### config.mk
export PLATFORM = sky130hd
export DESIGN_NAME = load_store_unit
export DESIGN_NICKNAME = d
export VERILOG_FILES = /design/src/rtl/load_store_unit.sv
export SDC_FILE = /design/constraint.sdc
export NUM_CORES = 1
export LEC_CHECK = 0
export BUFFER_PORTS_ARGS = -buffer_cell sky130_fd_sc_hd__clkbuf_2
export CAP_MARGIN = 10
export CORE_ASPECT_RATIO = 0.8
export CORE_UTILIZATION = 50
export DETAILED_ROUTE_END_ITERATION = 8
export PLACE_DENSITY_LB_ADDON = 0.25
export REMOVE_ABC_BUFFERS = 1
export SLEW_MARGIN = 20
export SYNTH_ARGS = -nofsm -noshare
export SYNTH_HDL_FRONTEND = slang
export SYNTH_SLANG_ARGS = --single-unit
### constraint.sdc
create_clock -name clk -period 4.35 [get_ports clk]
set_input_delay 0.87 -clock clk [delete_from_list [all_inputs] [get_ports clk]]
set_output_delay 0.87 -clock clk [all_outputs]
set_load 0.03 [all_outputs]
### src/rtl/load_store_unit.sv
// RV32 memory stage: one load/store per transaction, run as a request/response handshake with data memory.
// Formats store lanes/masks and load results, and reports misaligned, illegal and timed-out accesses.
module load_store_unit #(
    parameter int TIMEOUT_CYCLES = 255
) (
    input  logic        clk,
    input  logic        reset,
    input  logic        io_req_valid,
    output logic        io_req_ready,
    input  logic        io_req_wr,
    input  logic [2:0]  io_req_typ,
    input  logic [31:0] io_req_addr,
    input  logic [31:0] io_req_wdata,
    output logic        io_dmem_req_valid,
    input  logic        io_dmem_req_ready,
    output logic [31:0] io_dmem_addr,
    output logic        io_dmem_wen,
    output logic [3:0]  io_dmem_wmask,
    output logic [31:0] io_dmem_wdata,
    input  logic        io_dmem_resp_valid,
    input  logic [31:0] io_dmem_resp_data,
    output logic        io_resp_valid,
    output logic [31:0] io_wb_mem,
    output logic        io_stall,
    output logic        io_xcpt,
    output logic [1:0]  io_xcpt_cause,
    output logic [31:0] io_xcpt_addr
);
    localparam int CNT_W = $clog2(TIMEOUT_CYCLES);
    localparam logic [CNT_W-1:0] CNT_LAST = CNT_W'(TIMEOUT_CYCLES - 1);

    typedef enum logic [1:0] {IDLE, REQ, WAIT} state_t;

    state_t            state, state_nxt;
    logic [CNT_W-1:0]  cnt;
    logic              wr_p0;
    logic [2:0]        typ_p0;
    logic [31:0]       addr_p0, wdata_p0;
    logic              resp_valid_q, xcpt_q;
    logic [1:0]        cause_q;
    logic [31:0]       xcpt_addr_q, wb_mem_q;
    logic              accept, illegal, misaligned, op_xcpt, resp_hit, timeout;

    function automatic logic [31:0] store_data(input logic [2:0] typ, input logic [31:0] wdata);
        case (typ[1:0])
            2'b00:   return {4{wdata[7:0]}};
            2'b01:   return {2{wdata[15:0]}};
            default: return wdata;
        endcase
    endfunction

    function automatic logic [3:0] store_mask(input logic wr, input logic [2:0] typ,
                                              input logic [1:0] lane);
        if (!wr) return 4'b0000;
        case (typ[1:0])
            2'b00:   return 4'b0001 << lane;
            2'b01:   return 4'b0011 << {lane[1], 1'b0};
            default: return 4'b1111;
        endcase
    endfunction

    function automatic logic [31:0] load_fmt(input logic [2:0] typ, input logic [1:0] lane,
                                             input logic [31:0] word);
        logic signed [7:0]  b;
        logic signed [15:0] h;
        logic signed [31:0] ext;
        b = word[{lane, 3'b000} +: 8];
        h = word[{lane[1], 4'b0000} +: 16];
        case (typ)
            3'b000:  ext = b;
            3'b001:  ext = h;
            3'b100:  ext = {24'b0, b};
            3'b101:  ext = {16'b0, h};
            default: ext = word;
        endcase
        return ext;
    endfunction

    always_comb begin
        state_nxt  = state;
        resp_hit   = 1'b0;
        timeout    = 1'b0;
        accept     = io_req_valid & io_req_ready;
        illegal    = (io_req_typ == 3'b011) || (io_req_typ == 3'b110) || (io_req_typ == 3'b111)
                     || (io_req_wr && io_req_typ[2]);
        misaligned = ((io_req_typ[1:0] == 2'b01) && io_req_addr[0])
                     || ((io_req_typ == 3'b010) && (io_req_addr[1:0] != 2'b00));
        op_xcpt    = accept && (illegal || misaligned);
        case (state)
            IDLE: if (accept && !op_xcpt) state_nxt = REQ;
            REQ:  if (io_dmem_req_ready) state_nxt = WAIT;
            WAIT: begin
                resp_hit = io_dmem_resp_valid;
                timeout  = !io_dmem_resp_valid && (cnt == CNT_LAST);
                if (resp_hit || timeout) state_nxt = IDLE;
            end
            default: state_nxt = IDLE;
        endcase
    end

    // control stage: FSM, timeout counter, completion/exception pulses, writeback operand
    always_ff @(posedge clk) begin
        if (reset) begin
            state        <= IDLE;
            cnt          <= '0;
            resp_valid_q <= 1'b0;
            xcpt_q       <= 1'b0;
            cause_q      <= 2'b00;
            wb_mem_q     <= '0;
        end else begin
            state        <= state_nxt;
            resp_valid_q <= resp_hit;
            xcpt_q       <= op_xcpt || timeout;
            if (timeout)      cause_q <= 2'b11;
            else if (op_xcpt) cause_q <= illegal ? 2'b10 : 2'b01;
            else              cause_q <= 2'b00;
            if (state == REQ)       cnt <= '0;
            else if (state == WAIT) cnt <= cnt + CNT_W'(1);
            if (resp_hit && !wr_p0)
                wb_mem_q <= load_fmt(typ_p0, addr_p0[1:0], io_dmem_resp_data);
        end
    end

    // request capture stage: operands held stable for the memory handshake
    always_ff @(posedge clk) begin
        if (accept) begin
            wr_p0    <= io_req_wr;
            typ_p0   <= io_req_typ;
            addr_p0  <= io_req_addr;
            wdata_p0 <= io_req_wdata;
        end
        if (op_xcpt)      xcpt_addr_q <= io_req_addr;
        else if (timeout) xcpt_addr_q <= addr_p0;
    end

    assign io_req_ready      = (state == IDLE) && !resp_valid_q && !xcpt_q;
    assign io_stall          = io_req_valid && !resp_valid_q && !xcpt_q;
    assign io_dmem_req_valid = (state == REQ);
    assign io_dmem_addr      = {addr_p0[31:2], 2'b00};
    assign io_dmem_wen       = wr_p0;
    assign io_dmem_wmask     = store_mask(wr_p0, typ_p0, addr_p0[1:0]);
    assign io_dmem_wdata     = store_data(typ_p0, wdata_p0);
    assign io_resp_valid     = resp_valid_q;
    assign io_wb_mem         = wb_mem_q;
    assign io_xcpt           = xcpt_q;
    assign io_xcpt_cause     = cause_q;
    assign io_xcpt_addr      = xcpt_addr_q;
endmodule
Yosys cells after proc, flatten, opt, wreduce, memory -nomap -nowiden

Index checks and enable logic that the tools add are counted.

Bits in registers: 146
Bits of input ports: 105
Output and inout port bits: 140
Logic and storage cells: 77

Add/subtract/negate cells: 1
Equal/unequal tests: 15
Shifts and indexed selects: 4
Multiplexer cells: 15
Bitwise logic cells: 1
Reductions and logical operators: 30

Operators by type and width:

| kind                | count |
|---|---|
| $pmux 32 s4         | 1 |
| $mux 32             | 2 |
| $pmux 32 s2         | 1 |
| $shiftx 32x6->16    | 1 |
| $shiftx 32x6->8     | 1 |
| $eq 3x3->1 const B  | 4 |
| $mux 2              | 6 |
| $logic_and 1x1->1   | 11 |
| $add 8x1->8 const B | 1 |
| $eq 8x8->1 const B  | 1 |
| $pmux 4 s2          | 1 |
| $logic_or 1x1->1    | 7 |
| $eq 2x1->1 const B  | 3 |
| $eq 3x2->1 const B  | 2 |
| $pmux 2 s3          | 1 |
| $logic_not 1->1     | 5 |
| $logic_not 2->1     | 2 |
| $mux 4              | 1 |
| $ne 2x2->1 const B  | 2 |
| $reduce_bool 2->1   | 2 |
| $shl 1x2->4 const A | 1 |
| $shl 2x2->4 const A | 1 |
| $eq 3x1->1 const B  | 1 |
| $logic_not 3->1     | 1 |
| 6 further kinds     | 7 |

Longest topological paths before layout

Gate-level depths: netlist (run 1).

Depth in word-level cells: 10
Gate-level depth with buffers: 5
Mapped depth without buffers: 5

Worst setup path before layout (run 1)

No wires, ideal clock.

Kind: input port to flip-flop
Start: in io_req_valid
End: reg xcpt_addr_q[0], in the netlist io_xcpt_addr[0] (data pin)
Library setup time: 143 ps
Arrival: 3,411 ps
Required time: 4,207 ps
Path slack: 797 ps
Stages on the path: 3
Cells stage by stage: nor3b_4 > and2_1 > a32o_1

Word-level cells in the longest chain between the ends: 3

RTL lines:

| item                 | line | RTL |
|---|---|---|
| from (decl)          | 8    | `input logic io_req_valid,` |
| $and 1x1->1          | 83   | `accept = io_req_valid & io_req_ready;` |
| via accept           | 42   | `logic accept, illegal, misaligned, op_xcpt, resp_hit, timeout;` |
| $logic_and 1x1->1    | 88   | `op_xcpt = accept && (illegal \|\| misaligned);` |
| $mux 32              | 132  | `if (op_xcpt) xcpt_addr_q <= io_req_addr;` |
| to (signal assigned) | 132  |  |
| to (signal assigned) | 133  | `else if (timeout) xcpt_addr_q <= addr_p0;` |
| to (decl)            | 41   | `logic [31:0] xcpt_addr_q, wb_mem_q;` |

The timed path passes the listed nets, and every way through them passes these cells.
A chain may end at the register's enable or synchronous reset.

Worst setup path in the final report (run 1)

Start: reg typ_p0[1]
End: out io_dmem_wdata[17]

Word-level cells in the longest chain between the ends: 2

RTL lines:

| item                                          | line | RTL |
|---|---|---|
| from (decl)                                   | 37   | `logic [2:0] typ_p0;` |
| from (signal assigned)                        | 128  | `typ_p0 <= io_req_typ;` |
| $eq 2x1->1 or $logic_not 2->1 (tied branches) | 45   | `case (typ[1:0])` |
| $pmux 32 s2 *                                 | 45   |  |
| to (decl)                                     | 19   | `output logic [31:0] io_dmem_wdata,` |

Mark *: on every way between the ends. The rest lies on a longest branch, timed or not.

==> summary.md, run 1 <==
TritonCTS built the clock tree. The fraction of layout cells with a size suffix above 1 came out at 47.3%. The global-route usage over all layers came out at 24.8%. The startpoint identified for the worst hold timing path is io_wb_mem[0]$_SDFFE_PP0P_.

The logs give 0 for the remaining global-route overflow and 77 for the pin count of the biggest net entering global routing. The count of unique library cells instantiated by Yosys came out at 55. Dividing total power by cell area gives a power density of 446 nW/um^2. The worst hold-check path type is flop to flop. In this run the cell area of the synthesized design comes to 6770 um^2. Maximum net fanout on the critical path: 76. The logs give 826 for the number of nets in the layout and 0 for the warning count from the yosys run. The tools report the starting utilization of the core area as 52.0%. The clock transition at the registers of the reported paths came out at 60 ps. In the post-synthesis netlist, the biggest area contributors are sky130_fd_sc_hd__edfxtp_1, sky130_fd_sc_hd__dfxtp_1, sky130_fd_sc_hd__mux2_2, sky130_fd_sc_hd__buf_4, sky130_fd_sc_hd__a211oi_1. Traced cell by cell, the critical path runs through buf_4, mux2_2, clkbuf_2.

The number of clock sinks seen by CTS is 146. The fraction of power consumed by the clock network is 40.6%. For the number of buffers on the longest clock path, the log shows 2. In this run the count of I/O pins placed on the die edge is 245. Critical path buffer and inverter count: 2.

The first global-routing pass estimated 26.4 mm of wire. The library cell contributing the largest single delay on the critical path is sky130_fd_sc_hd__buf_4. The tool flagged a number of max-cap violations equal to 0. The worst register-to-register path begins at state[1]$_SDFFE_PP0P_.

For the final non-filler cell total, the log shows 908. The clock tree synthesis step divided the H-tree into 4 levels. The die covers 14000 um^2.

The routed wire length per instance is 19.2 um. sky130_fd_sc_hd__edfxtp_1 takes more of the synthesized area than any other cell. For the remaining design rule violation count, the log shows 0. Headroom to the max-slew limit came out at 44.8%. The area fraction of the dominant cell type after synthesis was 44.4%.

The depth of the worst hold-timing path came out at 2. Dividing the detail-routed via count by the number of cells gives 5.73. From synthesis to final layout, the design area changed by 23.5%. After detailed routing, the total wire length is 17.4 mm.

The later pin in the worst-skew pair is clocked with a latency of 420 ps. Hold timing on the final database bottoms out at a slack of 475 ps. The number of slew-limit violations in the final report came out at 0.

The number of hold violations in the final report came out at 0. STA puts the critical path data required time at 3480 ps. The clock tree root driver cell was sky130_fd_sc_hd__clkbuf_16.

Post-cts hold buffer count: 0. The critical path in this run is classified as flop to output port. In this run, the number of DRC markers left after iteration 0 of detailed routing was 477.

The number of setup buffers added after CTS is 0. The region available for standard cell placement spans 13000 um^2. The run finished with clean final reports.

In this design, the stage delay of the slowest critical-path cell is 630 ps. The floorplan step set the die width to 132 um. Count of buffers inserted at the top-level ports: 242. The initialized floorplan defines 37 standard-cell rows.

The clock skew is 9.98 ps. The run gives 0 as the remaining antenna violation count. Post-synthesis register bit count: 146.

Counting tap cells, the placed design contains a total of 875 instances. The number of clock buffers added by TritonCTS is 17. After clock tree synthesis, the repair step resized 0 gates. Measured in cells, the most critical reg-to-reg path has a length of 4.

Cell internal power was estimated by the tool at 2.69 mW. The mean area per synthesized cell is 12.8 um^2. Detailed placement ended at an HPWL of 11.8 mm. The worst hold path terminates at io_wb_mem[0]$_SDFFE_PP0P_. The worst setup path is captured at an output port.

The run gives 6 as the iteration count of the initial detailed-routing pass. The tools report the final-report setup violation count as 0. In this run the static leakage power is 3.33 nW. Terminus of the critical flop-to-flop path: io_xcpt_addr[6]$_DFFE_PP_. The number of antenna violations at the first check in global routing was 1. The number of global-route vias before repair is 4894, and the count of flip-flops with a built-in enable after synthesis is 100. The final critical path takes up 67.1% of the cycle.

Static timing analysis puts the maximum clock frequency at 343 MHz. Routability-driven placement finished with a final weighted congestion of 0.841. Sequential cells account for 43.9% of the total power.

Net switching is 27.9% of the power. Setup repair after global routing left no endpoint under its margin. Combinational group share of total power: 15.6%. In this run the power spent charging and discharging nets is 1.04 mW. The startpoint class of the critical path was a flop. Counting instances in the post-synthesis netlist gives the leading cell types as sky130_fd_sc_hd__edfxtp_1, sky130_fd_sc_hd__mux2_2, sky130_fd_sc_hd__dfxtp_1, sky130_fd_sc_hd__buf_4, sky130_fd_sc_hd__a211oi_1. For flop-to-flop paths, the worst setup slack is 1900 ps. The final route contains 5205 vias. The transition time at the pin with the least slew margin is 829 ps. The category of cells accounting for the largest share of critical-path delay was buffers and inverters. Overall power of the completed layout: 3.73 mW. The cell with the most instances after synthesis was sky130_fd_sc_hd__edfxtp_1. The arrival time of data at the critical path endpoint is 2050 ps. Synthesis handed over a netlist of 528 instances. For the final routed database, the setup TNS stands at 0 ps. The most used flip-flop cell after synthesis is sky130_fd_sc_hd__edfxtp_1. The fraction of registers with async set/reset was 0%. The worst path in the final design needs a cycle of 2920 ps, including I/O delays and setup.

Sequential cells were found to cover 58.0% of the synthesized design area. The run gives 440 uV as the maximum ir drop on the vdd rail. The height of the die is 106 um.
==> worst min-delay path: cells and delay by family (launching register included) <==
| kind | cells | cell delay (ps) |
|---|---|---|
| AOI/OAI and AO/OA | 1 | 60 |
| DFF | 1 | 310 |
| and+or+nand+nor | 1 | 60 |
==> power by group through the flow <==
stage	combinational [mW]	sequential, mW	clock (mW)
after detailed placement	0.579	1.66	0
final	0.580	1.63	1.51
after global routing	0.611	1.64	1.59
after global placement	0.569	1.66	0
after CTS	0.582	1.63	1.53
after floorplan	0.241	1.79	0
==> final cells by class <==
type	instances	area [um^2]
Clock buffer	17	425
Timing Repair Buffer	248	1260
Clock inverter	15	179
Fill cell	1027	4650
Inverter	4	15.0
Multi-Input combinational cell	302	2340
Sequential cell	146	3920
Antenna cell	1	2.50
Tap cell	175	219
==> placed cells by master, fill, tap and decap left out, types with 9 or more instances in the layout <==
| cell | n |
|---|---|
| sky130_fd_sc_hd__nand2_1 | 23 |
| sky130_fd_sc_hd__nor2_1 | 16 |
| sky130_fd_sc_hd__a211oi_1 | 39 |
| sky130_fd_sc_hd__a221oi_1 | 16 |
| sky130_fd_sc_hd__mux2i_1 | 9 |
| sky130_fd_sc_hd__edfxtp_1 | 100 |
| sky130_fd_sc_hd__mux2_2 | 53 |
| sky130_fd_sc_hd__a21oi_1 | 10 |
| sky130_fd_sc_hd__o21ai_0 | 29 |
| sky130_fd_sc_hd__o31ai_1 | 9 |
| sky130_fd_sc_hd__nor3b_1 | 12 |
| sky130_fd_sc_hd__nand3_1 | 11 |
| sky130_fd_sc_hd__dfxtp_1 | 46 |
| sky130_fd_sc_hd__clkbuf_16 | 17 |
| sky130_fd_sc_hd__clkbuf_2 | 242 |
==> metal layers <==
| metal | track usage (%) | share of wire, % | vias up |
|---|---|---|---|
| li1 | - | - | 2408 |
| met1 | 31.4 | 41 | 2549 |
| met2 | 40.3 | 50 | 234 |
| met3 | 8.92 | 8.4 | 14 |
| met4 | 6.64 | 0.76 | 0 |
| met5 | 0 | 0 | - |
==> worst max-delay path by stage <==
| stage | start | cells past startpoint | to | slack (ps) |
|---|---|---|---|---|
| floorplan | io_req_valid | 3 | io_xcpt_addr[0]$_DFFE_PP_ | 800 |
| CTS | typ_p0[1]$_DFFE_PP_ | 3 | io_dmem_wdata[17] | 1430 |
| detailed placement | io_req_valid | 5 | io_xcpt_addr[17]$_DFFE_PP_ | 1490 |
| global route | typ_p0[1]$_DFFE_PP_ | 3 | io_dmem_wdata[17] | 1340 |
| finish | typ_p0[1]$_DFFE_PP_ | 3 | io_dmem_wdata[17] | 1430 |
| global placement | io_req_valid | 5 | io_xcpt_addr[31]$_DFFE_PP_ | 1570 |
==> through the flow <==
step	utilization, %	cell area, um^2	setup WS [ps]
after floorplan	-	6270	797
after global placement	59.6	7750	1570
after detailed placement	59.6	7750	1490
after CTS	64.2	8360	1430
after global routing	64.2	8360	1340
final	64.3	8360	1430
==> sequential cells by signal (all words and copies together), names as in the netlist <==
signal         flops
addr_p0           32
io_dmem_wen        1
io_xcpt_cause      2
io_xcpt            1
cnt                8
io_wb_mem         32
typ_p0             3
io_xcpt_addr      32
state              2
wdata_p0          32
io_resp_valid      1
==> logic make-up (layout without fill, tap and decap cells) <==
group           Yosys count  after routing  synth area share, %
other cells               1              3               0.0554
flops                   146            146                 58.0
simple gates             99             99                 8.61
fa+ha+maj                 2              2                0.370
xor+xnor                  1              1                0.129
mux                      65             65                 11.0
compound gates          133            133                 14.2
buf+inv                  81            284                 7.65
No activity file was read; power rests on OpenSTA's default activity.
==> run 2: changes to the inputs <==
Settings changed: ABC_AREA from default to 1, CORE_UTILIZATION 50 to 45.
Clock period 4.35 ns to 2.6 ns, I/O delays scaled along.
==> run 2 against run 1 <==
Compared with the run above:
- final cell count up 30%
- utilization down 5.5 points
- non-clock buffer count up 4
- clock power grew 71%
- largest power group unchanged
- design area up 2.6%
- critical endpoint is now io_dmem_wdata[28]
- hold slack worse by 200 ps
- sequential power grew 67%
- via count rose by 11%
- synthesized cell count is 48% higher
- count of clock-buffer cells in the layout did not move
- sequential share of layout area fell by 1.2 points
==> summary.md, run 2 <==
For the slack of the critical path, the log shows 207 ps (was 1430 ps). Cell with the most instances after synthesis: sky130_fd_sc_hd__nand2_1 (was sky130_fd_sc_hd__edfxtp_1). Category of cells accounting for the largest share of critical-path delay: buffers and inverters (unchanged). The final critical path time including I/O delays and setup is 2390 ps, and the count of boundary I/O pins is 245 (unchanged).

The fraction of layout cells with a size suffix above 1 works out to 31.4% (was 47.3%). The number of clock sinks seen by CTS was 146 (unchanged). The run gives 33 (was 55) as the count of unique library cells instantiated by Yosys. The portion of the clock cycle consumed by the worst path in the final layout is 92.0%. The maximum net fanout on the critical path works out to 10 (was 76). The clock skew is 11.4 ps (was 9.98 ps), and the critical path buffer and inverter count is 3 (was 2). The fraction of registers with async set/reset is 0% (unchanged), and the final-report setup violation count is 0 (unchanged). For the number of filler instances in the final layout, the log shows 1318 (was 1027). For the area used by multi-input combinational logic, the log shows 2220 um^2 (was 2340 um^2). The area used by sequential logic in the layout is 3920 um^2 (unchanged). The number of slew-limit violations in the final report is 0 (unchanged), and the warning count from the yosys run is 0 (unchanged). The source-to-sink clock delay at the later pin of the worst-skew pair was 420 ps (about the same). For the standard cell core area, the log shows 14600 um^2 (was 13000 um^2). The adder and majority gate portion of the synthesized area works out to 0.364% (was 0.370%). For the number of buffers on the longest clock path, the log shows 2 (unchanged). Simple-gate area share of the yosys netlist: 23.9% (was 8.61%). The tools report the type of element capturing the critical path as an output port (unchanged). The run gives 47.1% (was 52.0%) as the starting utilization of the core area.

The cell type contributing the most total cell area after synthesis was sky130_fd_sc_hd__edfxtp_1 (unchanged). The logs give 0 (was 1) for the number of antenna violations at the first check in global routing and 39 (was 37) for the count of standard-cell rows. Main flop type after synthesis: sky130_fd_sc_hd__edfxtp_1 (unchanged). Post-synthesis register bit count: 146 (unchanged).

The run gives 0 (unchanged) as the post-cts hold buffer count. Number of resized instances in the post-cts repair step: 0 (unchanged). The detail-routed via count per cell is 4.88 (was 5.73), and the tightest hold margin is 271 ps (was 475 ps). Setup repair after global routing left no endpoint under its margin.

The run gives 30.5% (was 31.4%) as the met1 usage in global routing. Leading cell type in the layout, fill and taps excluded: sky130_fd_sc_hd__clkbuf_2 (unchanged). Sequence of cells on the critical path: inv_2, nand2_8, clkinv_1, nand2_1, nand3_1, clkbuf_2 (was buf_4, mux2_2, clkbuf_2). The run gives 5186 (was 4894) as the number of global-route vias before repair. The max-slew headroom at the worst pin came out at 63.5% (was 44.8%). The total inserted antenna cells came out at 0 (was 1).

The wire length after detailed routing was 17.4 mm (about the same); the final design area excluding fillers was 8580 um^2 (was 8360 um^2). The tools report the slack of the worst reg-to-reg path as 710 ps (was 1900 ps). The worst hold-check path type is primary input to flop (was flop to flop). The remaining global-route overflow was 0 (unchanged); the width of the die was 140 um (was 132 um). The instance area after placement was 7960 um^2 (was 7750 um^2). The height of the die was 113 um (was 106 um). The number of hold violations in the final report was 0 (unchanged); the synthesized netlist cell count was 780 (was 528).

The transition time at the pin with the least slew margin is 545 ps (was 829 ps), and the highest attainable clock frequency is 418 MHz. The TritonCTS buffer count was 17 (unchanged). The number of nets in the layout came out at 1090 (was 826).

The tools report the startpoint class of the critical path as a flop (unchanged). The mapped cell area is 6870 um^2 (was 6770 um^2), and the count of flip-flops with a built-in enable after synthesis is 100 (unchanged). The run gives 4 (unchanged) as the H-tree depth reported by CTS. Top area cells in the synthesized netlist: sky130_fd_sc_hd__edfxtp_1, sky130_fd_sc_hd__dfxtp_1, sky130_fd_sc_hd__nand2_1, sky130_fd_sc_hd__nor2_1, sky130_fd_sc_hd__buf_4 (was sky130_fd_sc_hd__edfxtp_1, sky130_fd_sc_hd__dfxtp_1, sky130_fd_sc_hd__mux2_2, sky130_fd_sc_hd__buf_4, sky130_fd_sc_hd__a211oi_1). The fraction of synthesized cell area in xor and xnor cells is 0.255% (was 0.129%). TritonCTS built the clock tree. Library cell contributing the largest single delay on the critical path: sky130_fd_sc_hd__edfxtp_1 (was sky130_fd_sc_hd__buf_4). The logs give 5 (was 6) for the iteration count of the initial detailed-routing pass and 0.830 (was 0.841) for the final weighted congestion of routability-driven global placement. The routing layer with the top usage in global route was met2 (unchanged).

The run gives 22.7% (was 24.8%) as the global-route usage over all layers. The met2 track utilization from global routing is 35.6% (was 40.3%). For the pin count of the biggest net entering global routing, the log shows 77 (unchanged).

The count of buffers inserted at the top-level ports is 242 (unchanged). The power density over cell area is 739 nW/um^2 (was 446 nW/um^2), and the area fraction in compound gates after synthesis is 7.54% (was 14.2%). The post-synthesis mux area share was 0% (was 11.0%).

The tools report the via count of the routed design as 5758 (was 5205). The arrival time of data at the critical path endpoint came out at 1870 ps (was 2050 ps). The mean area per synthesized cell was 8.81 um^2 (was 12.8 um^2). Most used cells in the layout excluding fill and tap cells: sky130_fd_sc_hd__clkbuf_2, sky130_fd_sc_hd__nand2_1, sky130_fd_sc_hd__edfxtp_1 (was sky130_fd_sc_hd__clkbuf_2, sky130_fd_sc_hd__edfxtp_1, sky130_fd_sc_hd__mux2_2).

The maximum ir drop on the vdd rail was 506 uV (was 440 uV); the routed wire length per instance was 14.8 um (was 19.2 um). The clock tree root driver cell is sky130_fd_sc_hd__clkbuf_16 (unchanged). For the required time at the worst-slack endpoint, the log shows 2080 ps (was 3480 ps). The post-DP HPWL was 12.3 mm (was 11.8 mm); the max-capacitance violation count was 0 (unchanged). The logs give 1180 (was 908) for the final non-filler cell total and 0 (unchanged) for the remaining antenna violation count. The worst stage delay on the critical path was 430 ps (was 630 ps); the number of post-CTS setup repair buffers was 0 (unchanged). Post-synthesis sequential area ratio: 57.1% (was 58.0%).

The flow ran to the end, and the final reports show no timing, DRC or antenna violations. The floorplan die area was 15800 um^2 (was 14000 um^2). Worst setup path category: flop to output port (unchanged).

The worst-case setup slack after placement is 625 ps (was 1490 ps). The number of DRC markers after the initial detailed-route iteration was 361 (was 477). The run gives 27.3 mm (was 26.4 mm) as the wire length of the first global-routing pass. The final standard cell utilization of the core is 58.8% (was 64.3%), and the clock transition at the registers of the reported paths is 70 ps (was 60 ps).

Top post-synthesis cells by count: sky130_fd_sc_hd__nand2_1, sky130_fd_sc_hd__edfxtp_1, sky130_fd_sc_hd__nor2_1, sky130_fd_sc_hd__inv_1, sky130_fd_sc_hd__dfxtp_1 (was sky130_fd_sc_hd__edfxtp_1, sky130_fd_sc_hd__mux2_2, sky130_fd_sc_hd__dfxtp_1, sky130_fd_sc_hd__buf_4, sky130_fd_sc_hd__a211oi_1). The met3 track utilization from global routing is 7.08% (was 8.92%), and the area overhead of the layout relative to synthesis is 24.9% (was 23.5%). The dominant combinational cell family by area after synthesis is simple AND/OR/NAND/NOR gates (was compound AO/OA/AOI/OAI gates).

The remaining design rule violation count is 0 (unchanged), and the overall power of the completed layout is 6.34 mW (was 3.73 mW). The static leakage came out at 4.22 nW (was 3.33 nW). The run gives 0 ps (unchanged) as the sum of negative setup slack. The tools report the cell count after placement as 1148 (was 875). The area fraction of the dominant cell type after synthesis works out to 43.7% (was 44.4%).
## run 2: worst paths after layout
kind | startpoint | end | cells after the start
worst max-delay path | typ_p0[0]$_DFFE_PP_ | io_dmem_wdata[28] | 6
worst min-delay path | io_req_wdata[3] | wdata_p0[3]$_DFFE_PP_ | 1
worst max register to register | io_dmem_wen$_DFFE_PP_ | io_wb_mem[24]$_SDFFE_PP0P_ | 7
worst min register to register | io_wb_mem[15]$_SDFFE_PP0P_ | io_wb_mem[15]$_SDFFE_PP0P_ | 2
## run 2: final cells by class
| class | count | area share (%) |
|---|---|---|
| inverters | 70 | 3.11 |
| multi-input cells | 496 | 25.8 |
| flip-flops and latches | 146 | 45.7 |
| well taps | 184 | 2.68 |
| clock inverters | 15 | 2.26 |
| repair buffers | 252 | 15.4 |
| clock buffers | 17 | 4.96 |
## run 2: logic make-up (layout without fill, tap and decap cells)
group,count (synthesis),in the layout
other,1,2
AO/OA/AOI/OAI,92,92
AND/OR/NAND/NOR,398,398
flip-flops,146,146
buffers and inverters,139,354
adder cells (fa/ha/maj),2,2
XOR/XNOR,2,2
## run 2: power breakdown
group / switching (mW) / internal, mW / leakage, nW
combinational: 0.752 / 0.281 / 2.60
clock: 1.04 / 1.54 / 0.294
sequential: 0.0628 / 2.67 / 1.33
total: 1.85 / 4.49 / 4.22
## run 2: routing by layer
| metal | vias to the layer above | part of all wire, % |
|---|---|---|
| met5 | - | 0 |
| met1 | 2622 | 45 |
| met3 | 21 | 8.0 |
| met2 | 221 | 46 |
| li1 | 2894 | - |
| met4 | 0 | 1.4 |
